### config.mk
export PLATFORM = sky130hd
export DESIGN_NAME = fifo_wr_arbiter
export DESIGN_NICKNAME = d
export VERILOG_FILES = /design/src/rtl/fifo_arb_pkg.sv /design/src/rtl/rr_picker.sv /design/src/rtl/fifo_wr_arbiter.sv
export SDC_FILE = /design/constraint.sdc
export NUM_CORES = 1
export LEC_CHECK = 0
export CORE_ASPECT_RATIO = 1.25
export CORE_MARGIN = 10
export CORE_UTILIZATION = 29
export CTS_CLUSTER_SIZE = 24
export DETAILED_ROUTE_END_ITERATION = 6
export GPL_TIMING_DRIVEN = 1
export PLACE_DENSITY = 0.79
export SETUP_SLACK_MARGIN = 0.05
export SLEW_MARGIN = 25
export SYNTH_ARGS = -nofsm -noshare
export SYNTH_HDL_FRONTEND = slang
export SYNTH_SLANG_ARGS = --single-unit
### constraint.sdc
create_clock -name clk -period 1.6 [get_ports clk]
set_clock_uncertainty 0.1 [all_clocks]
set_input_delay 0.32 -clock clk [delete_from_list [all_inputs] [get_ports clk]]
set_output_delay 0.32 -clock clk [all_outputs]
set_load 0.1 [all_outputs]
### src/rtl/fifo_arb_pkg.sv
// fifo_arb_pkg
// Shared types and helpers for the FIFO write-port arbiter family.
//   arb_state_t  : arbiter FSM state (IDLE, GRANT)
//   clog2_min1() : ceil(log2(value)) clamped to at least 1, for sizing
//                  index/counter fields that must never collapse to 0 bits.
package fifo_arb_pkg;

    typedef enum logic {
        IDLE  = 1'b0,
        GRANT = 1'b1
    } arb_state_t;

    function automatic int clog2_min1(input int value);
        int r;
        r = 0;
        for (int i = 0; i < 31; i++) begin
            if ((1 << i) < value) begin
                r = i + 1;
            end
        end
        if (r < 1) begin
            r = 1;
        end
        return r;
    endfunction

endpackage

### src/rtl/rr_picker.sv
// rr_picker
// Combinational round-robin picker. Returns the first asserted request
// found searching upward from last+1, wrapping modulo N.
// Ports:
//   req    in  N  request vector
//   last   in  W  index of the previous winner (search starts just above it)
//   winner out W  selected index (0 when no request is asserted)
//   any    out 1  at least one request asserted
module rr_picker
    import fifo_arb_pkg::*;
#(
    parameter int N = 4,
    parameter int W = clog2_min1(N)
) (
    input  logic [N-1:0] req,
    input  logic [W-1:0] last,
    output logic [W-1:0] winner,
    output logic         any
);

    // cand[gi] is the index visited at search step gi, i.e. (last+1+gi) mod N.
    // last < N, so the sum is below 2N and a single conditional subtract
    // performs the modulo.
    logic [W-1:0] cand [N];

    generate
        for (genvar gi = 0; gi < N; gi++) begin : g_cand
            logic [W:0] sum;
            assign sum       = {1'b0, last} + (W+1)'(gi + 1);
            assign cand[gi]  = (sum >= (W+1)'(N)) ? W'(sum - (W+1)'(N)) : W'(sum);
        end
    endgenerate

    assign any = |req;

    // Walk the search order from the far end so the earliest step wins.
    always_comb begin
        winner = '0;
        for (int k = N - 1; k >= 0; k--) begin
            if (req[cand[k]]) begin
                winner = cand[k];
            end
        end
    end

endmodule

### src/rtl/fifo_wr_arbiter.sv
// fifo_wr_arbiter
// Round-robin arbiter sharing one FIFO write port among NUM_REQ
// valid/ready requesters, granting bursts of up to BURST_LEN beats.
// Build option: define FIFO_WR_ARB_URGENT_EN to make requester 0 urgent
// (wins every arbitration it takes part in, without moving the
// round-robin pointer, and never pre-empts a running burst).
// Ports:
//   clk            in   1                   clock, rising edge
//   rst            in   1                   synchronous active-high reset
//   req_valid      in   NUM_REQ             per-requester beat valid
//   req_data       in   NUM_REQ*DATA_WIDTH  requester i at [i*DATA_WIDTH +: DATA_WIDTH]
//   req_ready      out  NUM_REQ             per-requester accept (one-hot or zero)
//   fifo_we        out  1                   FIFO write enable
//   fifo_data_in   out  DATA_WIDTH          FIFO write data
//   fifo_full      in   1                   FIFO full
//   fifo_occupants in   ADDR_WIDTH+1        FIFO occupancy (observability only)
//   grant_id       out  clog2(NUM_REQ)      granted requester
//   busy           out  1                   high while a grant is active
module fifo_wr_arbiter
    import fifo_arb_pkg::*;
#(
    parameter int NUM_REQ    = 4,
    parameter int DATA_WIDTH = 8,
    parameter int ADDR_WIDTH = 8,
    parameter int BURST_LEN  = 4
) (
    input  logic                              clk,
    input  logic                              rst,
    input  logic [NUM_REQ-1:0]                req_valid,
    input  logic [NUM_REQ*DATA_WIDTH-1:0]     req_data,
    output logic [NUM_REQ-1:0]                req_ready,
    output logic                              fifo_we,
    output logic [DATA_WIDTH-1:0]             fifo_data_in,
    input  logic                              fifo_full,
    input  logic [ADDR_WIDTH:0]               fifo_occupants,
    output logic [clog2_min1(NUM_REQ)-1:0]    grant_id,
    output logic                              busy
);

    localparam int GW = clog2_min1(NUM_REQ);
    localparam int CW = clog2_min1(BURST_LEN) + 1;

    arb_state_t      state_reg, state_next;
    logic [GW-1:0]   grant_reg, grant_next;
    logic [GW-1:0]   last_reg, last_next;
    logic [CW-1:0]   beat_cnt_reg, beat_cnt_next;

    logic [GW-1:0]   rr_winner;
    logic            rr_any;
    logic            urgent_win;
    logic            grant_valid;

    logic [DATA_WIDTH-1:0] data_arr [NUM_REQ];

    // Occupancy is exported for debug visibility only; it does not steer
    // arbitration.
    logic unused_occ;
    assign unused_occ = ^fifo_occupants;

    rr_picker #(
        .N (NUM_REQ),
        .W (GW)
    ) u_picker (
        .req    (req_valid),
        .last   (last_reg),
        .winner (rr_winner),
        .any    (rr_any)
    );

`ifdef FIFO_WR_ARB_URGENT_EN
    assign urgent_win = req_valid[0];
`else
    assign urgent_win = 1'b0;
`endif

    generate
        for (genvar gi = 0; gi < NUM_REQ; gi++) begin : g_req
            assign data_arr[gi]  = req_data[gi*DATA_WIDTH +: DATA_WIDTH];
            assign req_ready[gi] = (state_reg == GRANT) && (grant_reg == GW'(gi)) && !fifo_full;
        end
    endgenerate

    assign grant_valid  = req_valid[grant_reg];
    assign fifo_we      = |(req_ready & req_valid);
    assign fifo_data_in = data_arr[grant_reg];
    assign grant_id     = grant_reg;
    assign busy         = (state_reg == GRANT);

    always_ff @(posedge clk) begin
        if (rst) begin
            state_reg    <= IDLE;
            grant_reg    <= '0;
            last_reg     <= GW'(NUM_REQ - 1);
            beat_cnt_reg <= '0;
        end else begin
            state_reg    <= state_next;
            grant_reg    <= grant_next;
            last_reg     <= last_next;
            beat_cnt_reg <= beat_cnt_next;
        end
    end

    always_comb begin
        state_next    = state_reg;
        grant_next    = grant_reg;
        last_next     = last_reg;
        beat_cnt_next = beat_cnt_reg;
        case (state_reg)
            IDLE: begin
                if (rr_any) begin
                    state_next    = GRANT;
                    beat_cnt_next = '0;
                    if (urgent_win) begin
                        // Urgent wins leave the pointer alone so the
                        // rotation among the others is unaffected.
                        grant_next = '0;
                    end else begin
                        grant_next = rr_winner;
                        last_next  = rr_winner;
                    end
                end
            end
            GRANT: begin
                if (!grant_valid) begin
                    state_next = IDLE;
                end else if (!fifo_full) begin
                    // Counter stops at BURST_LEN because the grant ends on
                    // the same beat, so it cannot wrap.
                    beat_cnt_next = beat_cnt_reg + CW'(1);
                    if (beat_cnt_reg == CW'(BURST_LEN - 1)) begin
                        state_next = IDLE;
                    end
                end
            end
            default: begin
                state_next = IDLE;
            end
        endcase
    end

endmodule

======== Yosys cells after proc, flatten, opt, wreduce, memory -nomap -nowiden ========
Index checks and enable logic that the tools add are counted.
storage, ports and cells
  flip-flop bits (word level) ............. 8
  input bits .............................. 48
  output and inout port bits .............. 16
operators by class
  add/sub/neg operators ................... 9
  magnitude comparators ................... 10
  eq/ne operators ......................... 7
  multiplexer cells ....................... 30
  bitwise operators ....................... 3
  reduce and logical (&&, ||, !) cells .... 14
operators by type and width
  kind                                                         count
  binary-select mux 8 bit (select 2 bit)                       1
  two-way mux 2 bit                                            8
  two-way mux 8 bit                                            2
  >= comparator 3 bit (second input constant)                  5
  less-than comparator 2 x 3 -> 1 bit (second input constant)  5
  binary-select mux 1 bit (select 2 bit)                       5
  two-way mux 1 bit                                            9
  two-way mux 3 bit                                            3
  logical AND 1 bit                                            8
  OR reduction 4 bit                                           2
  subtractor 2 x 1 -> 2 bit (second input constant)            4
  adder 2 x 2 -> 3 bit (second input constant)                 2
  one-hot mux 3 bit (2 select lines)                           1
  bitwise AND 4 bit                                            1
  equality test 2 bit (second input constant)                  2
  inequality test 2 bit (second input constant)                2
  adder 2 x 1 -> 3 bit (second input constant)                 1
  adder 2 x 3 -> 3 bit (second input constant)                 1
  adder 3 x 1 -> 3 bit (second input constant)                 1
  equality test 3 x 2 -> 1 bit (second input constant)         1
  NOT 2 -> 3 bit                                               1
  AND reduction 3 bit                                          1
  equality test 2 x 1 -> 1 bit (second input constant)         1
  logical NOT 2 bit                                            1
  other kinds (5)                                              5

======== Logic depth before layout (Yosys ltp) ========
  depth in word-level cells ............... 9
  depth in mapped cells ................... 5
  mapped depth without buffers ............ 5

======== By module ========
From an unflattened synthesis, not the netlist that was laid out.
unflattened totals
  cells, all modules ...................... 72
  area total of the unflattened synthesis .. 730.7 µm²
by module, submodules not included
  module           instances  cells each  area each (µm²)  seq. area each (µm²)
  fifo_wr_arbiter  1          58          639.4            160.2
  rr_picker        1          14          91.3             0.0

======== Worst setup path before layout ========
No wires, ideal clock.
  kind .................................... register -> output
  from .................................... register grant_reg[1] (netlist: grant_id[1])
  to ...................................... output port req_ready[2]
  arrival time ............................ 2.782 ns
  slack ................................... -1.602 ns
  stages on the path, launching flop included .. 4
  buffers on the path ..................... 1
  cells stage by stage .................... dfxtp_1 > clkbuf_1 > inv_1 > nor2_1
between the ends
  word-level cells in the longest chain between the ends .. 3
RTL lines
  item                            RTL line               text
  start, declared                 fifo_wr_arbiter.sv:44  logic [GW-1:0] grant_reg, grant_next;
  start signal, assigned          fifo_wr_arbiter.sv:97  grant_reg <= grant_next;
  equality test 2 bit             fifo_wr_arbiter.sv:79  assign req_ready[gi] = (state_reg == GRANT) && (grant_reg == GW'(gi)) && !fifo_full;
  logical AND 1 bit (2 in a row)  fifo_wr_arbiter.sv:79
  end, declared                   fifo_wr_arbiter.sv:31  output logic [NUM_REQ-1:0] req_ready,
No other way between the ends.

======== Worst setup path after layout ========
  from .................................... register grant_reg[0] (netlist: grant_id[0])
  to ...................................... output port fifo_data_in[6]
between the ends
  word-level cells in the longest chain between the ends .. 4
RTL lines
  item                                                  RTL line               text
  NOT 2 -> 3 bit (implied by the code)                  fifo_wr_arbiter.sv:85  assign fifo_data_in = data_arr[grant_reg];
  binary-select mux 8 bit (select 2 bit)                fifo_wr_arbiter.sv:85
  two-way mux 8 bit (implied by the code) (2 in a row)  fifo_wr_arbiter.sv:85
  end, declared                                         fifo_wr_arbiter.sv:33  output logic [DATA_WIDTH-1:0] fifo_data_in,
No other way between the ends. The select of a mux whose other input is x is not followed.

==> run metrics <==
run status=complete, but fails checks; violated checks=negative setup slack; total number of vias=between 800 and 900; RSZ-0062 raised after global routing=yes; routed length per instance=around 18 µm; total length of routed wires=~3200 µm; most used standard cells in the synthesized netlist=13 x nor2_1, 8 x dfxtp_1, 8 x mux4_2; first-iteration detailed-routing DRC count=29; final count of hold timing violations=0; area of the multi-input gates=roughly 530 µm²; Top Usage Layer GRT=met2; sequential cell fraction of total power=0.178; internal power summed over all cells=725 µW; worst hold slack=404 ps; area of the placeable core=0.00216 mm²; Mapped Area=~640 µm²; number of hold-repair buffers added at the cts stage=0; Die ar.=~0.0045 mm²; CTS tree=yes; combinational fraction of design power=0.696; met1 layer usage reported by global route=0.166; cell type with the highest occurrence count on the critical path=buf_12; Initial Util=0.297; tightest slew margin relative to the limit=0.763; final critical path time including I/O delays and setup=1910 ps; met2 usage in global routing=0.239; Std-Cell Rows=19; drc violations=0; Achievable Freq=0.522 GHz; peak fanout along the critical path=6; portion of the clock cycle consumed by the worst path in the final layout=1.20; dpl hpwl=between 2000 and 3000 µm; Area growth syn-to-layout=159%; switching share of total power=0.455; endpoint kind of the worst setup timing path=primary output; Post-Syn Instances=68; global-route wire length before repair=5240 µm; Worst IR Drop VDD=0.667 mV; Root Buffer Master=clkbuf_4; antenna violations before repair=0; Tot Pwr=between 1 and 1.5 mW; Arrival @ worst endpoint=1490 ps; number of global-route vias before repair=~970; per-instance average area after synthesis=9.46 µm²; maximum single-stage delay on the critical path=540 ps; CP Cell Sequence=buf_12 -> mux4_2 -> buf_12; cell area power density=798 mW/mm²; horizontal extent of the die=62.1 µm; post-synth top area cell=mux4_2; Crit path required time=1180 ps; grt ovf=0; total of endpoints with negative setup slack in the final report=15; global-route total usage across every layer=0.143; pin slew with the least headroom to its limit=355 ps; clock transition at the registers of the reported paths=60 ps; total number of yosys warnings=0; number of levels in the clock H-tree=1; maximum count of clock buffers along a single path=2; sequential area share after synthesis=0.249; count of different cell masters after synthesis=24; worst path setup slack after routing=-315 ps; flop and latch count out of synthesis=8; DIE HEIGHT=72.7 µm; total buffers and inverters traversed by the critical path=2; most frequent cell after synthesis=nor2_1; dominant register cell in the synthesized netlist=dfxtp_1; Port Buf Inserts=between 50 and 60; maxcap violations=0; category of the most critical setup path=reg2out; clock latency reported for the late side of the worst-skew pair=~260 ps; Async SR Flop Fraction=0; share of final-layout standard cells stronger than drive strength 1=0.430; top area cells in the synthesized netlist=mux4_2 28%, dfxtp_1 25%, nor2_1 7.6%; number of flip-flops under the largest register name=3; clock network power share=0.125; TritonCTS buffer count=3; nets=193; proportion of netlist area held by the largest area contributor=0.280; Critical-path top delay cell=mux4_2; global-route met3 utilization=0.0584; final antenna-violating net count=0; combined flip-flop and latch cell area=roughly 170 µm²; iteration count of the initial detailed-routing pass=4; post-synthesis net count=118; EDFF count, synth=0; Static Leakage=0.664 nW; antenna cell count=0; switching power=606 µW; CP Launch Type=flip-flop; setup total negative slack=-3490 ps; kind of cell with the highest combined delay on the critical path=multiplexers; clock sinks=8; filler cell count=133; Hold Path Class=reg2reg; ratio of routed vias to standard cells=5.06; pin count of the biggest net entering global routing=10; gpl congestion=0.777; count of boundary I/O pins=64; fin. max-slew vios=0; Layout Utilization=0.770
-- stage by stage --
step                      instances  area [µm²]  setup slack, ps
after floorplan                  68         721             -549
after global placement          165        1570             -416
after detailed placement        165        1570             -467
after CTS                       172        1640             -326
after global routing            173        1670             -346
final                           173        1670             -315
-- cells in the final DEF (no fill, tap or decap) --
cell type	instances
nor2_1	9
mux2i_4	1
clkbuf_1	1
mux2i_1	2
buf_12	18
buf_4	12
nand2b_1	3
o41ai_2	1
dfxtp_1	5
ha_1	2
mux4_2	8
nand3b_1	1
o21ai_0	2
o211ai_1	1
o221ai_1	1
nor4b_2	1
inv_1	5
a21oi_2	1
buf_6	5
a21oi_1	4
dfxtp_4	3
nand2_1	4
a21o_1	1
a2111oi_2	1
a31oi_1	1
o22ai_4	1
nor2_4	4
clkbuf_4	3
or3b_4	2
dlygate4sd2_1	5
nor3_1	1
clkdlybuf4s50_1	33
-- tightest hold or removal path: cells and delay by family (launching register included) --
family          cells  cell delay (ps)
buf+inv             1               80
flops               1              300
compound gates      1               70
-- area by class of cell --
type / instances / area share
Inverter: 5 / 0.0113
Sequential cell: 8 / 0.103
Clock buffer: 4 / 0.0158
Timing Repair Buffer: 73 / 0.529
Multi-Input combinational cell: 52 / 0.318
Tap cell: 31 / 0.0233
-- final timing paths --
| kind | from | slack (ps) | to | cells past startpoint |
|---|---|---|---|---|
| setup reg to reg | grant_id[0] | -30 | beat_cnt_reg[0] | 6 |
| hold / removal | beat_cnt_reg[2] | 400 | beat_cnt_reg[2] | 2 |
| hold reg to reg | beat_cnt_reg[2] | 400 | beat_cnt_reg[2] | 2 |
| setup / recovery | grant_id[0] | -310 | fifo_data_in[6] | 3 |
-- metal layers --
metal | part of all wire | vias up
met2 | 0.46 | 55
met3 | 0.11 | 4
met5 | 0 | -
met1 | 0.43 | 413
met4 | 0.0085 | 0
li1 | - | 403
-- power by group through the flow --
| stage | Clock, mW | Sequential [mW] | Combinational, mW |
|---|---|---|---|
| 2_1_floorplan | 0 | 0.298 | 0.450 |
| 3_3_place_gp | 0 | 0.240 | 0.884 |
| 3_5_place_dp | 0 | 0.241 | 0.898 |
| 4_1_cts | 0.173 | 0.237 | 0.919 |
| 5_1_grt | 0.175 | 0.240 | 0.961 |
| 6_report | 0.167 | 0.237 | 0.926 |
-- logic make-up after synthesis --
kind of cell	count (synthesis)	share of synthesized area
AO/OA/AOI/OAI	14	0.148
adder cells (fa/ha/maj)	2	0.0389
buffers and inverters	8	0.0486
flip-flops	8	0.249
multiplexers	11	0.327
AND/OR/NAND/NOR	25	0.189
-- timing repair --
action                     4_1_cts  5_1_grt
gates resized for setup         11        6
pin swaps                        5        0
setup buffers                    3        1
setup endpoints to repair       18       18
No activity file was read; power rests on OpenSTA's default activity.
